## src/rtl/sao_offset_apply.sv

```systemverilog
// sao_offset_apply
//   SAO offset apply stage for one CTB row of reconstructed pixels. Each pixel
//   gets the signalled offset of its band-offset (BO) class or horizontal
//   edge-offset (EO class 0) category added, and the sum is clipped to pixel
//   range. One pixel is held back (register H) so the EO right neighbour is
//   known before the result is produced; the last pixel of a row is flushed
//   on its own cycle.
//
//   Optional feature macro: SAO_APPLY_BO_EN (band offset). When undefined no
//   BO logic is built, cfg_band_pos is unused and cfg_type 1 is passthrough.
//
// Ports
//   clk, rst                 clock, asynchronous active-high reset
//   cfg_valid / cfg_ready    configuration load handshake (ready only in START)
//   cfg_type                 0 off, 1 BO, 2 EO horizontal, 3 off
//   cfg_band_pos             BO start band
//   cfg_offset0..3           signed offsets
//   cfg_row_len              pixels per row minus one
//   in_valid/in_ready/in_pix     input pixel stream
//   out_valid/out_ready/out_pix/out_last  output pixel stream, last marks row end
module sao_offset_apply #(
  parameter int bit_depth       = 8,
  parameter int offset_clip_bit = 4,
  parameter int row_len_bit     = 6
) (
  input  logic                        clk,
  input  logic                        rst,
  input  logic                        cfg_valid,
  output logic                        cfg_ready,
  input  logic [1:0]                  cfg_type,
  input  logic [4:0]                  cfg_band_pos,
  input  logic signed [offset_clip_bit:0] cfg_offset0,
  input  logic signed [offset_clip_bit:0] cfg_offset1,
  input  logic signed [offset_clip_bit:0] cfg_offset2,
  input  logic signed [offset_clip_bit:0] cfg_offset3,
  input  logic [row_len_bit-1:0]      cfg_row_len,
  input  logic                        in_valid,
  output logic                        in_ready,
  input  logic [bit_depth-1:0]        in_pix,
  output logic                        out_valid,
  input  logic                        out_ready,
  output logic [bit_depth-1:0]        out_pix,
  output logic                        out_last
);

  typedef enum logic [1:0] {START = 2'd0, RUN = 2'd1, FLUSH = 2'd2} state_t;

  localparam int                   sum_w   = bit_depth + 2;
  localparam logic [1:0]           type_bo = 2'd1;
  localparam logic [1:0]           type_eo = 2'd2;
  localparam logic [row_len_bit-1:0] col_zero = row_len_bit'(0);
  localparam logic [row_len_bit-1:0] col_one  = row_len_bit'(1);

  // Zero-extended pixel plus sign-extended offset, clipped to [0, 2^bit_depth-1].
  function automatic logic [bit_depth-1:0] add_clip(input logic [bit_depth-1:0] pix,
                                                    input logic [offset_clip_bit:0] off);
    logic [sum_w-1:0] sum;
    sum = {2'b00, pix} + {{(sum_w-offset_clip_bit-1){off[offset_clip_bit]}}, off};
    if (sum[sum_w-1]) begin
      add_clip = {bit_depth{1'b0}};
    end else if (sum[sum_w-2]) begin
      add_clip = {bit_depth{1'b1}};
    end else begin
      add_clip = sum[bit_depth-1:0];
    end
  endfunction

  // sign(c-l) + sign(c-r) as a 3-bit two's complement value in -2..2.
  function automatic logic [2:0] edge_sum(input logic [bit_depth-1:0] c,
                                          input logic [bit_depth-1:0] l,
                                          input logic [bit_depth-1:0] r);
    logic [2:0] s;
    s = 3'd0;
    if (c > l) s = s + 3'd1;
    else if (c < l) s = s - 3'd1;
    else s = s;
    if (c > r) s = s + 3'd1;
    else if (c < r) s = s - 3'd1;
    else s = s;
    return s;
  endfunction

  state_t                  state_q, state_d;
  logic [row_len_bit-1:0]  col_q, col_d;
  logic [bit_depth-1:0]    h_q, h_d, l_q, l_d;
  logic                    out_valid_q, out_valid_d, out_last_q, out_last_d;
  logic [bit_depth-1:0]    out_pix_q, out_pix_d;
  logic [1:0]              type_q, type_d;
  logic [row_len_bit-1:0]  row_len_q, row_len_d;
  logic [offset_clip_bit:0] off0_q, off0_d, off1_q, off1_d, off2_q, off2_d, off3_q, off3_d;

  logic                    free_s, accept_s, cfg_load_s;
  logic [row_len_bit-1:0]  row_len_eff_s;
  logic [2:0]              edge_s;
  logic [bit_depth-1:0]    eo_pix_s, bo_pix_s, res_pix_s;

  assign free_s     = !out_valid_q || out_ready;
  assign in_ready   = free_s && (state_q != FLUSH);
  assign cfg_ready  = (state_q == START);
  assign cfg_load_s = cfg_valid && cfg_ready;
  assign accept_s   = in_valid && in_ready;
  // A load coinciding with the column-0 pixel decides that row's length.
  assign row_len_eff_s = cfg_load_s ? cfg_row_len : row_len_q;

  assign out_valid = out_valid_q;
  assign out_pix   = out_pix_q;
  assign out_last  = out_last_q;

`ifdef SAO_APPLY_BO_EN
  logic [4:0] band_pos_q, band_pos_d;
  logic [4:0] band_k_s;

  // BO: band of H relative to the start band, wrapping modulo 32.
  always_comb begin
    band_k_s = h_q[bit_depth-1 -: 5] - band_pos_q;
    if (band_k_s < 5'd4) begin
      case (band_k_s[1:0])
        2'd0:    bo_pix_s = add_clip(h_q, off0_q);
        2'd1:    bo_pix_s = add_clip(h_q, off1_q);
        2'd2:    bo_pix_s = add_clip(h_q, off2_q);
        2'd3:    bo_pix_s = add_clip(h_q, off3_q);
        default: bo_pix_s = h_q;
      endcase
    end else begin
      bo_pix_s = h_q;
    end
  end
`else
  logic unused_band_pos_s;
  assign unused_band_pos_s = ^cfg_band_pos;
  assign bo_pix_s          = h_q;
`endif

  // EO class 0: category of H from its left (L) and right (incoming) neighbours.
  always_comb begin
    edge_s = edge_sum(h_q, l_q, in_pix);
    case (edge_s)
      3'b110:  eo_pix_s = add_clip(h_q, off0_q);
      3'b111:  eo_pix_s = add_clip(h_q, off1_q);
      3'b001:  eo_pix_s = add_clip(h_q, off2_q);
      3'b010:  eo_pix_s = add_clip(h_q, off3_q);
      default: eo_pix_s = h_q;
    endcase
  end

  // Result for H; EO leaves column 0 (col_q == 1 in RUN) and the flushed last column unchanged.
  always_comb begin
    case (type_q)
      type_eo: begin
        if ((state_q == RUN) && (col_q != col_one)) res_pix_s = eo_pix_s;
        else res_pix_s = h_q;
      end
      type_bo: res_pix_s = bo_pix_s;
      default: res_pix_s = h_q;
    endcase
  end

  // Next-state logic for the row FSM, pixel pipeline, output register and config.
  always_comb begin
    state_d     = state_q;
    col_d       = col_q;
    h_d         = h_q;
    l_d         = l_q;
    out_pix_d   = out_pix_q;
    out_last_d  = out_last_q;
    out_valid_d = free_s ? 1'b0 : out_valid_q;
    case (state_q)
      START: begin
        if (accept_s) begin
          h_d     = in_pix;
          col_d   = col_q + col_one;
          state_d = (row_len_eff_s == col_zero) ? FLUSH : RUN;
        end else begin
          state_d = START;
        end
      end
      RUN: begin
        if (accept_s) begin
          out_valid_d = 1'b1;
          out_pix_d   = res_pix_s;
          out_last_d  = 1'b0;
          l_d         = h_q;
          h_d         = in_pix;
          col_d       = col_q + col_one;
          state_d     = (col_q == row_len_q) ? FLUSH : RUN;
        end else begin
          state_d = RUN;
        end
      end
      FLUSH: begin
        if (free_s) begin
          out_valid_d = 1'b1;
          out_pix_d   = res_pix_s;
          out_last_d  = 1'b1;
          col_d       = col_zero;
          state_d     = START;
        end else begin
          state_d = FLUSH;
        end
      end
      default: begin
        state_d = START;
        col_d   = col_zero;
      end
    endcase

    if (cfg_load_s) begin
      type_d    = cfg_type;
      row_len_d = cfg_row_len;
      off0_d    = cfg_offset0;
      off1_d    = cfg_offset1;
      off2_d    = cfg_offset2;
      off3_d    = cfg_offset3;
    end else begin
      type_d    = type_q;
      row_len_d = row_len_q;
      off0_d    = off0_q;
      off1_d    = off1_q;
      off2_d    = off2_q;
      off3_d    = off3_q;
    end
`ifdef SAO_APPLY_BO_EN
    if (cfg_load_s) band_pos_d = cfg_band_pos;
    else band_pos_d = band_pos_q;
`endif
  end

  // State and config registers; reset discards H, L and the output register.
  always_ff @(posedge clk or posedge rst) begin
    if (rst) begin
      state_q     <= START;
      col_q       <= col_zero;
      h_q         <= {bit_depth{1'b0}};
      l_q         <= {bit_depth{1'b0}};
      out_valid_q <= 1'b0;
      out_pix_q   <= {bit_depth{1'b0}};
      out_last_q  <= 1'b0;
      type_q      <= 2'd0;
      row_len_q   <= col_zero;
      off0_q      <= {(offset_clip_bit+1){1'b0}};
      off1_q      <= {(offset_clip_bit+1){1'b0}};
      off2_q      <= {(offset_clip_bit+1){1'b0}};
      off3_q      <= {(offset_clip_bit+1){1'b0}};
`ifdef SAO_APPLY_BO_EN
      band_pos_q  <= 5'd0;
`endif
    end else begin
      state_q     <= state_d;
      col_q       <= col_d;
      h_q         <= h_d;
      l_q         <= l_d;
      out_valid_q <= out_valid_d;
      out_pix_q   <= out_pix_d;
      out_last_q  <= out_last_d;
      type_q      <= type_d;
      row_len_q   <= row_len_d;
      off0_q      <= off0_d;
      off1_q      <= off1_d;
      off2_q      <= off2_d;
      off3_q      <= off3_d;
`ifdef SAO_APPLY_BO_EN
      band_pos_q  <= band_pos_d;
`endif
    end
  end

endmodule

```

## config.mk

```make
export PLATFORM = sky130hd
export DESIGN_NAME = sao_offset_apply
export DESIGN_NICKNAME = d
export VERILOG_FILES = /design/src/rtl/sao_offset_apply.sv
export SDC_FILE = /design/constraint.sdc
export NUM_CORES = 1
export LEC_CHECK = 0
export CAP_MARGIN = 20
export CELL_PAD_IN_SITES_DETAIL_PLACEMENT = 1
export CELL_PAD_IN_SITES_GLOBAL_PLACEMENT = 2
export CORE_MARGIN = 2
export CORE_UTILIZATION = 35
export CTS_CLUSTER_DIAMETER = 30
export CTS_CLUSTER_SIZE = 25
export DETAILED_ROUTE_END_ITERATION = 10
export PLACE_DENSITY_LB_ADDON = 0.1
export SLEW_MARGIN = 25
export SYNTH_ARGS = -nofsm -noshare
export SYNTH_HDL_FRONTEND = slang
export SYNTH_SLANG_ARGS = --single-unit
```

## constraint.sdc

```tcl
create_clock -name clk -period 3.25 [get_ports clk]
set_input_delay 0.4875 -clock clk [delete_from_list [all_inputs] [get_ports clk]]
set_output_delay 0.4875 -clock clk [all_outputs]
set_load 0.01 [all_outputs]
```

After elaboration in Yosys (flattened, before gate mapping)
Index checks and enable logic that the tools add are counted.
{"block": "totals", "register_bits": 62, "latchBits": 0, "ram_bits": 0, "mem_bits_ro": 0, "elab_cells": 86, "n_memories": 0}
{"block": "op_classes", "addsub": 7, "multipliers": 0, "div": 0, "magnitude_cmp": 4, "n_eq_ne": 13, "shifts": 0, "mux": 35, "bitwise": 0, "n_reduce_logical": 14}
{"op": "2-to-1 mux 8 bit", "count": 12}
{"op": "adder 9 x 5 -> 10 bit", "count": 4}
{"op": "one-hot mux 8 bit (4 select lines)", "count": 1}
{"op": "2-to-1 mux 6 bit", "count": 3}
{"op": "> comparator 8 bit", "count": 2}
{"op": "< comparator 8 bit", "count": 2}
{"op": "one-hot mux 8 bit (2 select lines)", "count": 1}
{"op": "2-to-1 mux 3 bit", "count": 4}
{"op": "one-hot mux 6 bit (2 select lines)", "count": 1}
{"op": "2-to-1 mux 2 bit", "count": 5}
{"op": "adder 6 x 1 -> 6 bit (second input constant)", "count": 1}
{"op": "equality test 3 bit (second input constant)", "count": 2}
{"op": "equality test 6 bit", "count": 1}
{"op": "logical NOT 6 bit", "count": 1}
{"op": "inequality test 2 bit (second input constant)", "count": 3}
{"op": "inequality test 6 x 1 -> 1 bit (second input constant)", "count": 1}
{"op": "one-hot mux 2 bit (3 select lines)", "count": 1}
{"op": "AND reduction 2 bit", "count": 3}
{"op": "2-to-1 mux 1 bit", "count": 5}
{"op": "equality test 2 bit (second input constant)", "count": 2}
{"op": "logical AND 1 bit", "count": 4}
{"op": "one-hot mux 1 bit (2 select lines)", "count": 2}
{"op": "adder 3 x 1 -> 3 bit (second input constant)", "count": 1}
{"op": "equality test 3 x 1 -> 1 bit (second input constant)", "count": 1}
{"op": "10 further kinds", "count": 10}

Depth between registers and ports, before layout
{"block": "depth", "depth_word": 12, "ltp_mapped": 11}

Worst setup path after synthesis
OpenSTA, ideal clock, no wires.
{"block": "synth_path", "path_type": "register to register", "startpoint": "register h_q[1] (netlist: bo_pix_s[1])", "endpoint": "register out_pix_q[0] (netlist: out_pix[0])", "setup_ns": 0.088, "t_arrival_ns": 2.503, "t_required_ns": 3.162, "path_slack_ns": 0.658, "stages_incl_launch_ff": 10, "synth_period_minus_slack_ns": 2.592, "cell_sequence": "dfrtp_1 > ha_1 > a21oi_2 > o211ai_2 > o21ai_2 > a21oi_2 > or3_4 > a2111oi_4 > o21ai_1 > a41oi_1"}
{"block": "synth_via", "elab_chain_cells": 12, "elab_cells_between_ends": 32, "cone_classes": "add/sub: 6; order compare: 4; eq/ne: 4; mux: 18"}
{"item": "start, declared", "line_no": "85", "source": "logic [bit_depth-1:0] h_q, h_d, l_q, l_d;"}
{"item": "start signal, assigned", "line_no": "233", "source": "h_q <= {bit_depth{1'b0}};"}
{"item": "< comparator 8 bit", "line_no": "75", "source": "else if (c < l) s = s - 3'd1;"}
{"item": "2-to-1 mux 3 bit", "line_no": "75"}
{"item": "2-to-1 mux 3 bit", "line_no": "74", "source": "if (c > l) s = s + 3'd1;"}
{"item": "subtractor 3 x 1 -> 3 bit", "line_no": "78", "source": "else if (c < r) s = s - 3'd1;"}
{"item": "2-to-1 mux 3 bit", "line_no": "78"}
{"item": "2-to-1 mux 3 bit", "line_no": "77", "source": "if (c > r) s = s + 3'd1;"}
{"item": "equality test 3 x 2 -> 1 bit (tied with other cells)", "line_no": "137", "source": "case (edge_s)"}
{"item": "one-hot mux 8 bit (4 select lines) (*)", "line_no": "137"}
{"item": "2-to-1 mux 8 bit (*)", "line_no": "150", "source": "if ((state_q == RUN) && (col_q != col_one)) res_pix_s = eo_pix_s;"}
{"item": "2-to-1 mux 8 bit (*)", "line_no": "148", "source": "case (type_q)"}
{"item": "2-to-1 mux 8 bit, on equally long branches", "line_no": "191, 178"}
{"item": "one-hot mux 8 bit (2 select lines) (*)", "line_no": "167", "source": "case (state_q)"}
{"item": "end signal, assigned", "line_no": "236", "source": "out_pix_q <= {bit_depth{1'b0}};"}
{"item": "end signal, assigned", "line_no": "253", "source": "out_pix_q <= out_pix_d;"}
{"item": "end, declared", "line_no": "87", "source": "logic [bit_depth-1:0] out_pix_q, out_pix_d;"}
Every way passes the cells marked *; elsewhere a longest branch is shown, timed or not. The select of a mux whose other input is x is not followed.
A chain may end at the register's enable or synchronous reset.

Final worst setup path
{"block": "layout_path", "startpoint": "register h_q[1] (netlist: bo_pix_s[1])", "endpoint": "register out_pix_q[7] (netlist: out_pix[7])"}
Same word-level chain as after synthesis.

==> reports/results.ini <==
[outcome]
status=finished clean

[clock_tree]
root_buffer=clkbuf_16
path_clk_slew_ns=0.06
post_cts_buffers=0
holdBufCountCts=0
clock_path_buffers=2
insertion_delay_ns=0.35
postCtsResizedCells=0
cts_sinks=62
cts_tree=built
cts_buffers=9
htreeDepth=3

[placed_design]
finalWeightedCongestion=0.799
dp_slack_ns=0.134
dpl.hpwl_um=11000
port_buffers=52
placedCellCount=754
postPlaceCellArea_um2=5700

[critical_path]
cp_slowest_cell=dfrtp_1
crit_path_max_fanout=8
arrival_ns=3.27
critPathKind=reg2reg
worstPathRequired_ns=3.52
critPathMaxStageDelay_ns=0.49
critPathLaunchType=flop
path_cells=buf_4 -> ha_1 -> nor2b_1 -> o211ai_2 -> a21oi_2 -> a2bb2oi_1 -> and3_1 -> o21ai_0 -> and4b_1 -> a21oi_1
cp-end-kind=flop

[synth]
ys_seq_elements=62
syn-num-nets=624
yosys_warnings=0
synthTopCellsByArea=dfrtp_1 (32%), ha_1 (15%), mux2_2 (7.4%), o21ai_0 (4.1%), xor2_1 (3.8%)
synth_cells=516
ys_seq_area_share_pct=31.8
synthArstFlopShare_pct=100
synth.top_cell.area_share_pct=31.8
syn_avg_cell_area_um2=9.45
synthFlopType=dfrtp_1
synth_enable_flop_cells=0
syn_area_um2=4880
synth_top_cell_by_area=dfrtp_1
synth_cell_types=59

[drt]
ant_nets=0
drt_iter0_drc=123
drt_pass1_iterations=4
vias=4150
route.detailed.drc=0
avgRoutedWirePerCell_um=18.3
via_per_inst=5.39
routed_wl_um=14100

[global_route]
grt.overflow.total=0
grt_pass1_vias=4471
grtUsageTotal_pct=20.6
grt_pass1_wl_um=23200
grt_start_max_net_pins=35
antenna_found_initial=0

[timing]
finalCritPeriodShare_pct=92.2
timing.final.ws_setup_ns=0.253
finalHoldViolCount=0
tightest_slew_ns=0.719
skew_ns=0.00637
fmax_mhz=334
finalSetupViolCount=0
rsz0062_at_grt=false
fin_crit_ns=3.00
finalSetupTns_ns=0
slew_headroom_pct=51.8
slew_viol_final=0

[die]
core_um2=13700
ios=58
die_area_um2=14900
rows=43
die_x_um=122
initial_core_util_pct=35.5
die_h_um=122

[min_path]
worstHoldPathType=reg2reg

[power]
p_total_mw=7.28
ir_drop_mv=0.449
leakage_nw=2.66
power_density_nw_per_um2=1210

[final_layout]
areaGrowthSynthToFinish_pct=23.8
n_antenna_cell=0
stdcell_area_um2=6040
final_cells=770
nets=693
multi_input_area_um2=3160
drive_gt1_share_pct=13.4
regArea_um2=1550
fill_cells=1595

[flow_run]
drv_cap=0

[critical path, delay by kind of cell (launching register included)]
kind,cells,cell delay (ns)
adder cells (fa/ha/maj),1,0.29
AND/OR/NAND/NOR,3,0.77
flip-flops,1,0.49
buffers and inverters,1,0.23
AO/OA/AOI/OAI,5,1.13
[cells in the mapped netlist (6+ instances only)]
master and instances:
o21ai_1 8, xor2_1 21, inv_1 33, a21oi_1 31, xnor2_1 16, nand3_1 9, o2bb2ai_1 8, a21o_1 6
nand4_1 12, dfrtp_1 62, ha_1 58, nor3_1 7, clkbuf_1 7, nand2_1 30, o21a_1 14, o21ai_0 40
mux2_2 32, nor2_1 35, o21bai_1 7, a31oi_1 7
[final timing paths]
| kind | from | endpoint | slack (ns) | cells after the start |
|---|---|---|---|---|
| hold reg to reg | out_last | out_last | 0.50 | 1 |
| setup reg to reg | bo_pix_s[1] | out_pix[7] | 0.25 | 10 |
| hold / removal | out_last | out_last | 0.50 | 1 |
| setup / recovery | bo_pix_s[1] | out_pix[7] | 0.25 | 10 |
| min in group asynchronous | rst | l_q[1] | 0.58 | 2 |
| max in group asynchronous | rst | off1_q[2] | 2.04 | 3 |
[report_power, final]
part,leakage (nW),switching (mW),internal (mW),total (mW)
Combinational,1.75,2.57,2.05,4.62
Sequential,0.749,0.421,1.13,1.55
Clock,0.166,0.374,0.733,1.11
[logic make-up (layout without fill, tap and decap cells)]
group	Yosys count	count (layout)	share of synthesized area (%)
DFF	62	62	31.8
xor gates and xnor gates	37	37	6.64
muxes	35	35	8.00
buffers and inverters	41	115	3.36
and+or+nand+nor	129	129	13.5
adders and majority gates	62	62	16.5
AOI/OAI and AO/OA	150	150	20.1
[cell type report]
| cell class | count | area share, % |
|---|---|---|
| Clock buffer | 13 | 4.48 |
| Clock inverter | 3 | 1.08 |
| Inverter | 33 | 2.05 |
| Multi-Input combinational cell | 413 | 52.4 |
| Sequential cell | 62 | 25.7 |
| Tap cell | 180 | 3.73 |
| Timing Repair Buffer | 66 | 10.6 |
[cells in the final DEF, fill, tap and decap left out, types with 6 or more instances in the layout]
cell type	synthesis	routed
a21o_1	6	6
a21oi_1	31	31
a31oi_1	7	7
buf_4	0	13
clkbuf_16	0	9
clkdlybuf4s50_1	0	52
dfrtp_1	62	62
ha_1	58	58
inv_1	33	32
mux2_2	32	32
nand2_1	30	30
nand3_1	9	9
nand4_1	12	12
nor2_1	35	35
nor3_1	7	7
o21a_1	14	14
o21ai_0	40	40
o21ai_1	8	8
o21bai_1	7	7
o2bb2ai_1	8	8
xnor2_1	16	16
xor2_1	21	21
[metrics by stage]
step	hold slack [ns]	utilization [%]
after floorplan	0.450	-
after global placement	0.463	41.6
after detailed placement	0.484	41.6
after CTS	0.506	44.0
after global routing	0.521	44.0
final	0.500	44.0
[layer usage]
metal  part of all wire (%)  track usage [%]
met1                     46             25.7
met2                     50             36.6
met3                    3.0             2.57
met4                    1.6             7.11
met5                      0                0
[sequential cells by signal (all words and copies together), names as in the netlist]
name and cells:
bo_pix_s 8, col_q 6, l_q 8, off0_q 5
off1_q 5, off2_q 5, off3_q 5, out_last 1
out_pix 8, out_valid 1, row_len_q 6, state_q 2
type_q 2
Note: power is estimated with default switching activity, not from simulation.
